[src/rtl/rv_pkg.sv]
// Shared core definitions: word width, canonical NOP,
// fetch fault causes and fetch FSM states.
package rv_pkg;

    localparam int XLEN = 32;

    localparam logic [XLEN-1:0] NOP_INSTR = 32'h0000_0013;

    typedef enum logic [1:0] {
        FC_NONE     = 2'b00,
        FC_MISALIGN = 2'b01,
        FC_RANGE    = 2'b10
    } fault_cause_e;

    typedef enum logic {
        FS_RUN  = 1'b0,
        FS_HALT = 1'b1
    } fetch_state_e;

endpackage

[src/rtl/fetch_stage_if.sv]
// Fetch-stage bus: imem port, redirect input and IF/ID handshake.
interface fetch_stage_if;
    import rv_pkg::*;

    logic [XLEN-1:0] imem_addr;
    logic [XLEN-1:0] imem_instr;
    logic            redirect_valid;
    logic [XLEN-1:0] redirect_target;
    logic            id_valid;
    logic            id_ready;
    logic [XLEN-1:0] id_pc;
    logic [XLEN-1:0] id_instr;
    logic            halted;
    logic [1:0]      fault_cause;

    modport master (
        output imem_addr,
        input  imem_instr,
        input  redirect_valid,
        input  redirect_target,
        output id_valid,
        input  id_ready,
        output id_pc,
        output id_instr,
        output halted,
        output fault_cause
    );

    modport slave (
        input  imem_addr,
        output imem_instr,
        output redirect_valid,
        output redirect_target,
        input  id_valid,
        output id_ready,
        input  id_pc,
        input  id_instr,
        input  halted,
        input  fault_cause
    );

endinterface

[src/rtl/if_id_reg.sv]
// IF/ID pipeline register; flush drops the entry and parks a NOP,
// otherwise it loads on load_i and holds.
module if_id_reg
    import rv_pkg::*;
(
    input  logic            clk_i,
    input  logic            rst_i,
    input  logic            load_i,
    input  logic            flush_i,
    input  logic [XLEN-1:0] pc_i,
    input  logic [XLEN-1:0] instr_i,
    output logic            valid_o,
    output logic [XLEN-1:0] pc_o,
    output logic [XLEN-1:0] instr_o
);

    logic            valid_q;
    logic [XLEN-1:0] pc_q;
    logic [XLEN-1:0] instr_q;

    always_ff @(posedge clk_i) begin
        if (rst_i) begin
            valid_q <= 1'b0;
            pc_q    <= '0;
            instr_q <= NOP_INSTR;
        end else if (flush_i) begin
            valid_q <= 1'b0;
            instr_q <= NOP_INSTR;
        end else if (load_i) begin
            valid_q <= 1'b1;
            pc_q    <= pc_i;
            instr_q <= instr_i;
        end
    end

    assign valid_o = valid_q;
    assign pc_o    = pc_q;
    assign instr_o = instr_q;

endmodule

[src/rtl/fetch_stage.sv]
// Instruction fetch: owns the PC, reads imem, fills IF/ID and
// halts on a misaligned redirect or an out-of-range fetch.
module fetch_stage
    import rv_pkg::*;
#(
    parameter logic [31:0] RESET_PC   = 32'h0000_0000,
    parameter int          IMEM_WORDS = 32
) (
    input logic          clk,
    input logic          rst,
    fetch_stage_if.master bus
);

    localparam logic [XLEN-1:0] IMEM_BYTES = XLEN'(IMEM_WORDS * 4);

    fetch_state_e    state_q, state_d;
    fault_cause_e    cause_q, cause_d;
    logic [XLEN-1:0] pc_q, pc_d;

    logic id_valid;
    logic advance;
    logic load;
    logic flush;
    logic redir_bad;
    logic redir_ok;
    logic range_bad;
    logic fetch_ok;

    assign advance   = !id_valid || bus.id_ready;
    assign redir_bad = bus.redirect_valid
                     && (bus.redirect_target[1:0] != 2'b00);
    assign redir_ok  = bus.redirect_valid
                     && (bus.redirect_target[1:0] == 2'b00);
    assign range_bad = !bus.redirect_valid && advance
                     && (pc_q >= IMEM_BYTES);
    assign fetch_ok  = !bus.redirect_valid && advance
                     && (pc_q < IMEM_BYTES);

    always_comb begin
        state_d = state_q;
        cause_d = cause_q;
        pc_d    = pc_q;
        load    = 1'b0;
        flush   = 1'b0;
        if (state_q == FS_RUN) begin
            unique case (1'b1)
                redir_bad: begin
                    state_d = FS_HALT;
                    cause_d = FC_MISALIGN;
                    flush   = 1'b1;
                end
                redir_ok: begin
                    pc_d  = bus.redirect_target;
                    flush = 1'b1;
                end
                range_bad: begin
                    state_d = FS_HALT;
                    cause_d = FC_RANGE;
                    flush   = 1'b1;
                end
                fetch_ok: begin
                    pc_d = pc_q + 32'd4;
                    load = 1'b1;
                end
                default: ;
            endcase
        end
    end

    always_ff @(posedge clk) begin
        if (rst) begin
            state_q <= FS_RUN;
            cause_q <= FC_NONE;
            pc_q    <= RESET_PC;
        end else begin
            state_q <= state_d;
            cause_q <= cause_d;
            pc_q    <= pc_d;
        end
    end

    if_id_reg u_if_id (
        .clk_i   (clk),
        .rst_i   (rst),
        .load_i  (load),
        .flush_i (flush),
        .pc_i    (pc_q),
        .instr_i (bus.imem_instr),
        .valid_o (id_valid),
        .pc_o    (bus.id_pc),
        .instr_o (bus.id_instr)
    );

    assign bus.imem_addr   = pc_q;
    assign bus.id_valid    = id_valid;
    assign bus.halted      = (state_q == FS_HALT);
    assign bus.fault_cause = cause_q;

endmodule

[src/flat_wrapper.sv]
// flat-port wrapper written by rule: the top's interface ports become plain ports
module fetch_stage_flat import rv_pkg::*;
#(
    parameter logic [31:0] RESET_PC   = 32'h0000_0000,
    parameter int          IMEM_WORDS = 32
)
  (clk, rst, bus_imem_addr, bus_imem_instr, bus_redirect_valid, bus_redirect_target, bus_id_valid, bus_id_ready, bus_id_pc, bus_id_instr, bus_halted, bus_fault_cause);
  fetch_stage_if bus_i ();
  input logic clk;
  input logic rst;
  output wire logic [$bits(bus_i.imem_addr)-1:0] bus_imem_addr;
  input wire logic [$bits(bus_i.imem_instr)-1:0] bus_imem_instr;
  input wire logic [$bits(bus_i.redirect_valid)-1:0] bus_redirect_valid;
  input wire logic [$bits(bus_i.redirect_target)-1:0] bus_redirect_target;
  output wire logic [$bits(bus_i.id_valid)-1:0] bus_id_valid;
  input wire logic [$bits(bus_i.id_ready)-1:0] bus_id_ready;
  output wire logic [$bits(bus_i.id_pc)-1:0] bus_id_pc;
  output wire logic [$bits(bus_i.id_instr)-1:0] bus_id_instr;
  output wire logic [$bits(bus_i.halted)-1:0] bus_halted;
  output wire logic [$bits(bus_i.fault_cause)-1:0] bus_fault_cause;
  assign bus_imem_addr = bus_i.imem_addr;
  assign bus_i.imem_instr = bus_imem_instr;
  assign bus_i.redirect_valid = bus_redirect_valid;
  assign bus_i.redirect_target = bus_redirect_target;
  assign bus_id_valid = bus_i.id_valid;
  assign bus_i.id_ready = bus_id_ready;
  assign bus_id_pc = bus_i.id_pc;
  assign bus_id_instr = bus_i.id_instr;
  assign bus_halted = bus_i.halted;
  assign bus_fault_cause = bus_i.fault_cause;
  fetch_stage #(.RESET_PC(RESET_PC), .IMEM_WORDS(IMEM_WORDS)) u_core (.clk(clk), .rst(rst), .bus(bus_i));
endmodule
[config.mk]
export PLATFORM = sky130hd
export DESIGN_NAME = fetch_stage_flat
export DESIGN_NICKNAME = d
export VERILOG_FILES = /design/src/rtl/rv_pkg.sv /design/src/rtl/fetch_stage_if.sv /design/src/rtl/if_id_reg.sv /design/src/rtl/fetch_stage.sv /design/src/flat_wrapper.sv
export SDC_FILE = /design/constraint.sdc
export NUM_CORES = 1
export LEC_CHECK = 0
export BUFFER_PORTS_ARGS = -buffer_cell sky130_fd_sc_hd__buf_2
export CORE_MARGIN = 2
export CORE_UTILIZATION = 45
export CTS_BUF_LIST = sky130_fd_sc_hd__clkbuf_8
export CTS_CLUSTER_DIAMETER = 50
export DETAILED_ROUTE_END_ITERATION = 6
export GPL_TIMING_DRIVEN = 0
export HOLD_SLACK_MARGIN = 0.02
export PLACE_DENSITY = 0.79
export SLEW_MARGIN = 20
export SYNTH_ARGS = -nofsm -noshare
export SYNTH_HDL_FRONTEND = slang
export SYNTH_HIERARCHICAL = 1
export SYNTH_SLANG_ARGS = --single-unit
[constraint.sdc]
create_clock -name clk -period 2.2 [get_ports clk]
set_clock_uncertainty 0.2 [all_clocks]
set_input_delay 0.55 -clock clk [delete_from_list [all_inputs] [get_ports clk]]
set_output_delay 0.55 -clock clk [all_outputs]
set_load 0.01 [all_outputs]
==> results of run 1 <==
[final timing paths]
kind / startpoint / end / cells after the start
worst max-delay path: u_core/bus.imem_addr[13] / u_core/u_if_id/instr_o[22] / 10
worst max register to register: u_core/bus.imem_addr[13] / u_core/u_if_id/instr_o[22] / 10
worst min-delay path: bus_redirect_target[21] / u_core/bus.imem_addr[21] / 3
worst min register to register: u_core/u_if_id/pc_o[21] / u_core/u_if_id/pc_o[21] / 2
[cells in the final DEF (no fill, tap or decap), types with 9 or more instances in the layout]
cell type	n
dfxtp_1	93
mux2i_1	29
buf_4	10
o21ai_1	30
clkbuf_8	9
buf_2	173
buf_6	11
nand2_1	59
clkbuf_1	15
nand2b_1	32
nor2_1	38
a21oi_1	27
nand4bb_1	32
[metrics by stage]
step / utilization [%] / instances / hold slack [ps] / TNS (ps)
after floorplan: - / 441 / 274 / -3320
after global placement: 56.3 / 718 / 252 / -32830
after detailed placement: 56.3 / 718 / 251 / -33470
after CTS: 60.4 / 743 / 193 / -17440
after global routing: 63.0 / 755 / 186 / -27540
final: 63.0 / 755 / 204 / -20440
[sequential cells by signal (all words and copies together), names as in the netlist]
signal                  flops
u_core/bus.imem_addr       32
u_core/bus.halted           1
u_core/u_if_id/instr_o     32
u_core/u_if_id/pc_o        32
u_core/bus.fault_cause      2
u_core/u_if_id/valid_o      1
[where the power goes]
part / internal (mW) / switching [mW]
logic: 0.420 / 0.393
registers: 1.87 / 0.0534
clock network: 0.650 / 0.654
[per-layer routing]
layer	vias to the layer above	global-route usage, %
li1	1927	-
met1	1827	27.6
met2	205	35.4
met3	22	5.36
met4	0	8.54
met5	-	0
[kinds of logic after synthesis]
group | after synthesis | share of synthesized area [%]
buf+inv | 40 | 5.88
fa+ha+maj | 2 | 0.603
simple gates | 188 | 26.3
mux | 33 | 7.96
flops | 100 | 48.3
compound gates | 78 | 11.0
[critical path, stage by stage (launching register included)]
cell and delay (ps):
dfxtp_4 370, nor4_4 290, nand4_1 230, a2111oi_4 390, buf_6 150, and2_4 150, buf_8 110, buf_12 140
clkbuf_16 150, mux2i_1 220, nor2_1 50
[area by class of cell]
class                           count  area share (%)
Buffer                             34            4.45
Clock buffer                        9            2.16
Clock inverter                      7            1.68
Inverter                            6           0.393
Multi-Input combinational cell    301            35.0
Sequential cell                   100            35.1
Tap cell                          111            2.42
Timing Repair Buffer              187            18.8
[repair_timing]
action | 4_1_cts | 5_1_grt
setup buffers | 8 | 9
gates resized for setup | 16 | 33
cloned | 1 | 3
endpoints found under the hold margin | 0 | 0
endpoints found under the setup margin | 66 | 67
pin swaps | 5 | 8
==> flow_summary_export.csv, run 1 <==
group,metric,value,unit
floorplan,fp.dieH,100,um
yosys,synth.area.top_cells,"dfxtp_1, nand4bb_1, mux2i_1",
clocking,clock_path_buffers,2,
detailed_routing,first_iter_violations,178,
setup_path,crit_type,"register to register",
yosys,netlist_area,0.00415,mm2
placed_design,place_area,0.00513,mm2
final_layout,final_layout_size_suffix_gt1_share,38.7,%
floorplan,ioPinCount,168,
status,outcome,"finished, violations left",
floorplan,coreArea,0.00911,mm2
detailed_routing,drc,0,
sta,rsz0062_at_grt,"true",
min_path,min_path_type,"input port to register",
yosys,synth_top_cell_area_share,48.3,%
detailed_routing,num_vias,3981,
grt,grt_max_degree,18,
power_and_ir_drop,power_leakage,2.50,nW
detailed_routing,vias_per_cell,5.27,
clocking,insertion_delay,360,ps
placed_design,port_buffers,166,
final_layout,multiInputGateArea,0.00201,mm2
sta,fin_crit,2580,ps
sta,slew_headroom,62.5,%
detailed_routing,topRoutingLayerUsed,"met4",
sta,drv_slew,0,
final_layout,diodes,0,
yosys,yosysTopAreaCell,"dfxtp_1",
sta,tightest_slew,563,ps
power_and_ir_drop,powerDensity,704,mW/mm2
clocking,path_clk_slew,100,ps
clocking,clockRootBuffer,"clkbuf_8",
grt,grt_usage,21.7,%
final_layout,syn_to_final_growth,38.3,%
detailed_routing,wl_met2,5.53,mm
clocking,cts_tree,"yes",
yosys,ys_ff_latch,100,
yosys,ys_seq_area_share,48.3,%
yosys,synth_top_flop_cell,"dfxtp_1",
yosys,synth-async-reset-ratio,0,%
grt,antenna_found_initial,0,
sta,hold_viol,0,
setup_path,start_kind,"register",
yosys,synth_warnings,6,
yosys,synth_fp_nets,511,
sta,max_freq,0.387,GHz
setup_path,reg2reg_slack,-380,ps
status,violations,"setup timing",
sta,fin_crit_sh,117,%
detailed_routing,wl_met3,1.02,mm
final_layout,n_fill_cell,758,
detailed_routing,first_pass_iters,5,
yosys,synth_edf_count,0,
yosys,syn_inst,441,
flow_run,cap_violations,0,
setup_path,cp_max_fo,5,
detailed_routing,wl_per_cell,15.6,um
placed_design,hpwl,8.26,mm
detailed_routing,routed_wl,11.8,mm
yosys,syn_area_per_cell,9.41,um2
yosys,yosys-top-cells-count,"dfxtp_1, nand2_1, nor2_1",
setup_path,crit_arrival,2630,ps
placed_design,gp_congestion,0.846,
floorplan,die_w,100,um
grt,grt_pass1_vias,3610,
power_and_ir_drop,ir_drop,0.000370,V
clocking,numClockSinks,100,
floorplan,rows,35,
final_layout,final_nets,709,
detailed_routing,antenna_left,0,
clocking,cts_htree_levels,3,
yosys,yosys.cell_count.top_type,"dfxtp_1",
sta,setup_ws,-382,ps
placed_design,pre_cts_ws,-589,ps
clocking,ctsHoldBuffers,0,
final_layout,stdcell_area,0.00574,mm2
detailed_routing,wl_met1,5.00,mm
yosys,yosys.cell_types.count,40,
grt,gr-total-overflow,0,
floorplan,dieArea,0.0100,mm2
setup_path,critPathCaptureType,"register",
final_layout,final-seq-area,0.00201,mm2
floorplan,start_util,45.5,%
sta,setup_viol,68,
power_and_ir_drop,power,4.04,mW
clocking,cts_made_buffers,9,
grt,grt_pass1_wl,17.2,mm
setup_path,cp.required,2240,ps
Power figures use the tool's default switching activity.
==> run 2: changes to the inputs <==
--- a/config.mk
+++ b/config.mk
@@ -14,6 +14,7 @@
 export GPL_TIMING_DRIVEN = 0
 export HOLD_SLACK_MARGIN = 0.02
 export PLACE_DENSITY = 0.79
+export RECOVER_POWER = 50
 export SLEW_MARGIN = 20
 export SYNTH_ARGS = -nofsm -noshare
 export SYNTH_HDL_FRONTEND = slang
==> flow_summary_export.csv, run 2 (synthesis gave the netlist of run 1 again) <==
group,metric,value,unit
setup_path,reg2reg_slack,-360,ps
floorplan,coreArea,0.00911,mm2
floorplan,dieArea,0.0100,mm2
final_layout,n_fill_cell,797,
placed_design,hpwl,8.26,mm
sta,fin_crit_sh,117,%
clocking,cts_tree,"yes",
detailed_routing,routed_wl,11.8,mm
detailed_routing,first_iter_violations,189,
final_layout,final_nets,709,
placed_design,gp_congestion,0.846,
final_layout,mostFrequentLayoutCells,"buf_2, dfxtp_1, clkbuf_1, nand2_1, nor2_1",
clocking,path_clk_slew,100,ps
detailed_routing,wl_per_cell,15.7,um
grt,antenna_found_initial,0,
detailed_routing,antenna_left,0,
sta,tightest_slew,556,ps
detailed_routing,drc,0,
floorplan,ioPinCount,168,
grt,grt_pass1_wl,17.2,mm
final_layout,diodes,0,
placed_design,pre_cts_ws,-589,ps
min_path,hold_start,"bus_redirect_target[21]",
sta,rsz0062_at_grt,"true",
sta,fin_setup_tns,-19710,ps
sta,fin_crit,2560,ps
floorplan,fp.dieH,100,um
setup_path,cp.required,2260,ps
setup_path,crit_type,"register to register",
status,outcome,"finished, violations left",
grt,grt_pass1_vias,3610,
final_layout,stdcell_area,0.00566,mm2
final_layout,final-seq-area,0.00201,mm2
setup_path,crit_arrival,2620,ps
sta,drv_slew,0,
clocking,cts_htree_levels,3,
floorplan,start_util,45.5,%
setup_path,cp_max_fo,6,
min_path,hold_path_depth,3,
final_layout,multiInputGateArea,0.00201,mm2
final_layout,mostFrequentLayoutCell,"buf_2",
power_and_ir_drop,ir_drop,0.000370,V
setup_path,start_kind,"register",
detailed_routing,first_pass_iters,4,
setup_path,r2r_start,"u_core/bus.imem_addr[20]",
min_path,min_path_type,"input port to register",
placed_design,dpl.cell_count,718,
setup_path,worstReg2RegEnd,"u_core/u_if_id/pc_o[9]",
sta,max_freq,0.390,GHz
grt,gr-total-overflow,0,
final_layout,final_layout_size_suffix_gt1_share,28.7,%
detailed_routing,num_vias,3967,
final_layout,final_util,62.1,%
sta,whs,200,ps
grt,grt_max_degree,18,
sta,hold_viol,0,
status,violations,"setup timing",
flow_run,cap_violations,0,
floorplan,rows,35,
clocking,numClockSinks,100,
final_layout,layout.cells.non_filler,755,
sta,setup_ws,-364,ps
clocking,clockRootBuffer,"clkbuf_8",
setup_path,ff2ff_path_depth,10,
floorplan,die_w,100,um
power_and_ir_drop,powerDensity,713,mW/mm2
clocking,cts_made_buffers,9,
setup_path,critPathCaptureType,"register",
power_and_ir_drop,power_leakage,2.23,nW
detailed_routing,vias_per_cell,5.25,
grt,grt_usage,21.7,%
clocking,insertion_delay,370,ps
power_and_ir_drop,power,4.03,mW
placed_design,place_area,0.00513,mm2
final_layout,syn_to_final_growth,36.3,%
min_path,min_to,"u_core/bus.imem_addr[21]",
placed_design,port_buffers,166,
sta,setup_viol,68,
clocking,clock_path_buffers,2,
sta,slew_headroom,63.0,%
==> run 2: cell types whose count changed in the layout (fill, tap and decap cells not counted) <==
| cell | previous run | this run |
|---|---|---|
| clkbuf_1 | 15 | 79 |
| buf_2 | 173 | 109 |
==> run 2: cell type report <==
| class | instances | share of cell area (%) |
|---|---|---|
| Multi-Input combinational cell | 301 | 35.5 |
| Clock buffer | 9 | 2.19 |
| Inverter | 6 | 0.398 |
| Sequential cell | 100 | 35.6 |
| Tap cell | 111 | 2.46 |
| Clock inverter | 7 | 1.70 |
| Timing Repair Buffer | 187 | 17.6 |
| Buffer | 34 | 4.51 |
==> run 2: worst max-delay path by stage <==
| stage | from | to | slack [ps] |
|---|---|---|---|
| finish | u_core/bus.imem_addr[20] | u_core/u_if_id/pc_o[9] | -360 |
| global route | u_core/bus.imem_addr[25] | u_core/u_if_id/pc_o[8] | -470 |
| CTS | u_core/bus.imem_addr[13] | u_core/u_if_id/instr_o[21] | -310 |
| detailed placement | u_core/bus.imem_addr[25] | u_core/u_if_id/instr_o[21] | -590 |
| global placement | u_core/bus.imem_addr[25] | u_core/u_if_id/instr_o[0] | -570 |
| floorplan | u_core/bus.imem_addr[21] | u_core/u_if_id/instr_o[0] | -130 |
==> run 2: layer usage <==
layer  up-vias  GRT usage, %  part of all wire [%]
met5         -             0                     0
met4         0          8.54                   2.2
met3        24          5.36                   8.4
met2       192          35.4                    47
met1      1830          27.6                    42
li1       1921             -                     -
==> run 2: critical path, stage by stage, from the launching register on <==
cell and delay (ps):
dfxtp_2 350, nor4_4 310, nand4_1 230, a2111oi_4 390, buf_6 150, and2_4 150
buf_4 110, nor2b_4 240, buf_4 160, buf_6 110, o21ai_1 70
==> run 2: power by group <==
group / total, mW / switching [mW] / internal, mW
combinational: 0.804 / 0.392 / 0.412
clock: 1.31 / 0.657 / 0.649
sequential: 1.92 / 0.0548 / 1.87
total: 4.03 / 1.10 / 2.93
==> run 2: what timing repair did <==
item / CTS / global route
pin swaps: 5 / 8
setup buffers: 8 / 9
gates resized for setup: 16 / 33
setup endpoints to repair: 66 / 67
hold buffers: 0 / 0
cloned: 1 / 3
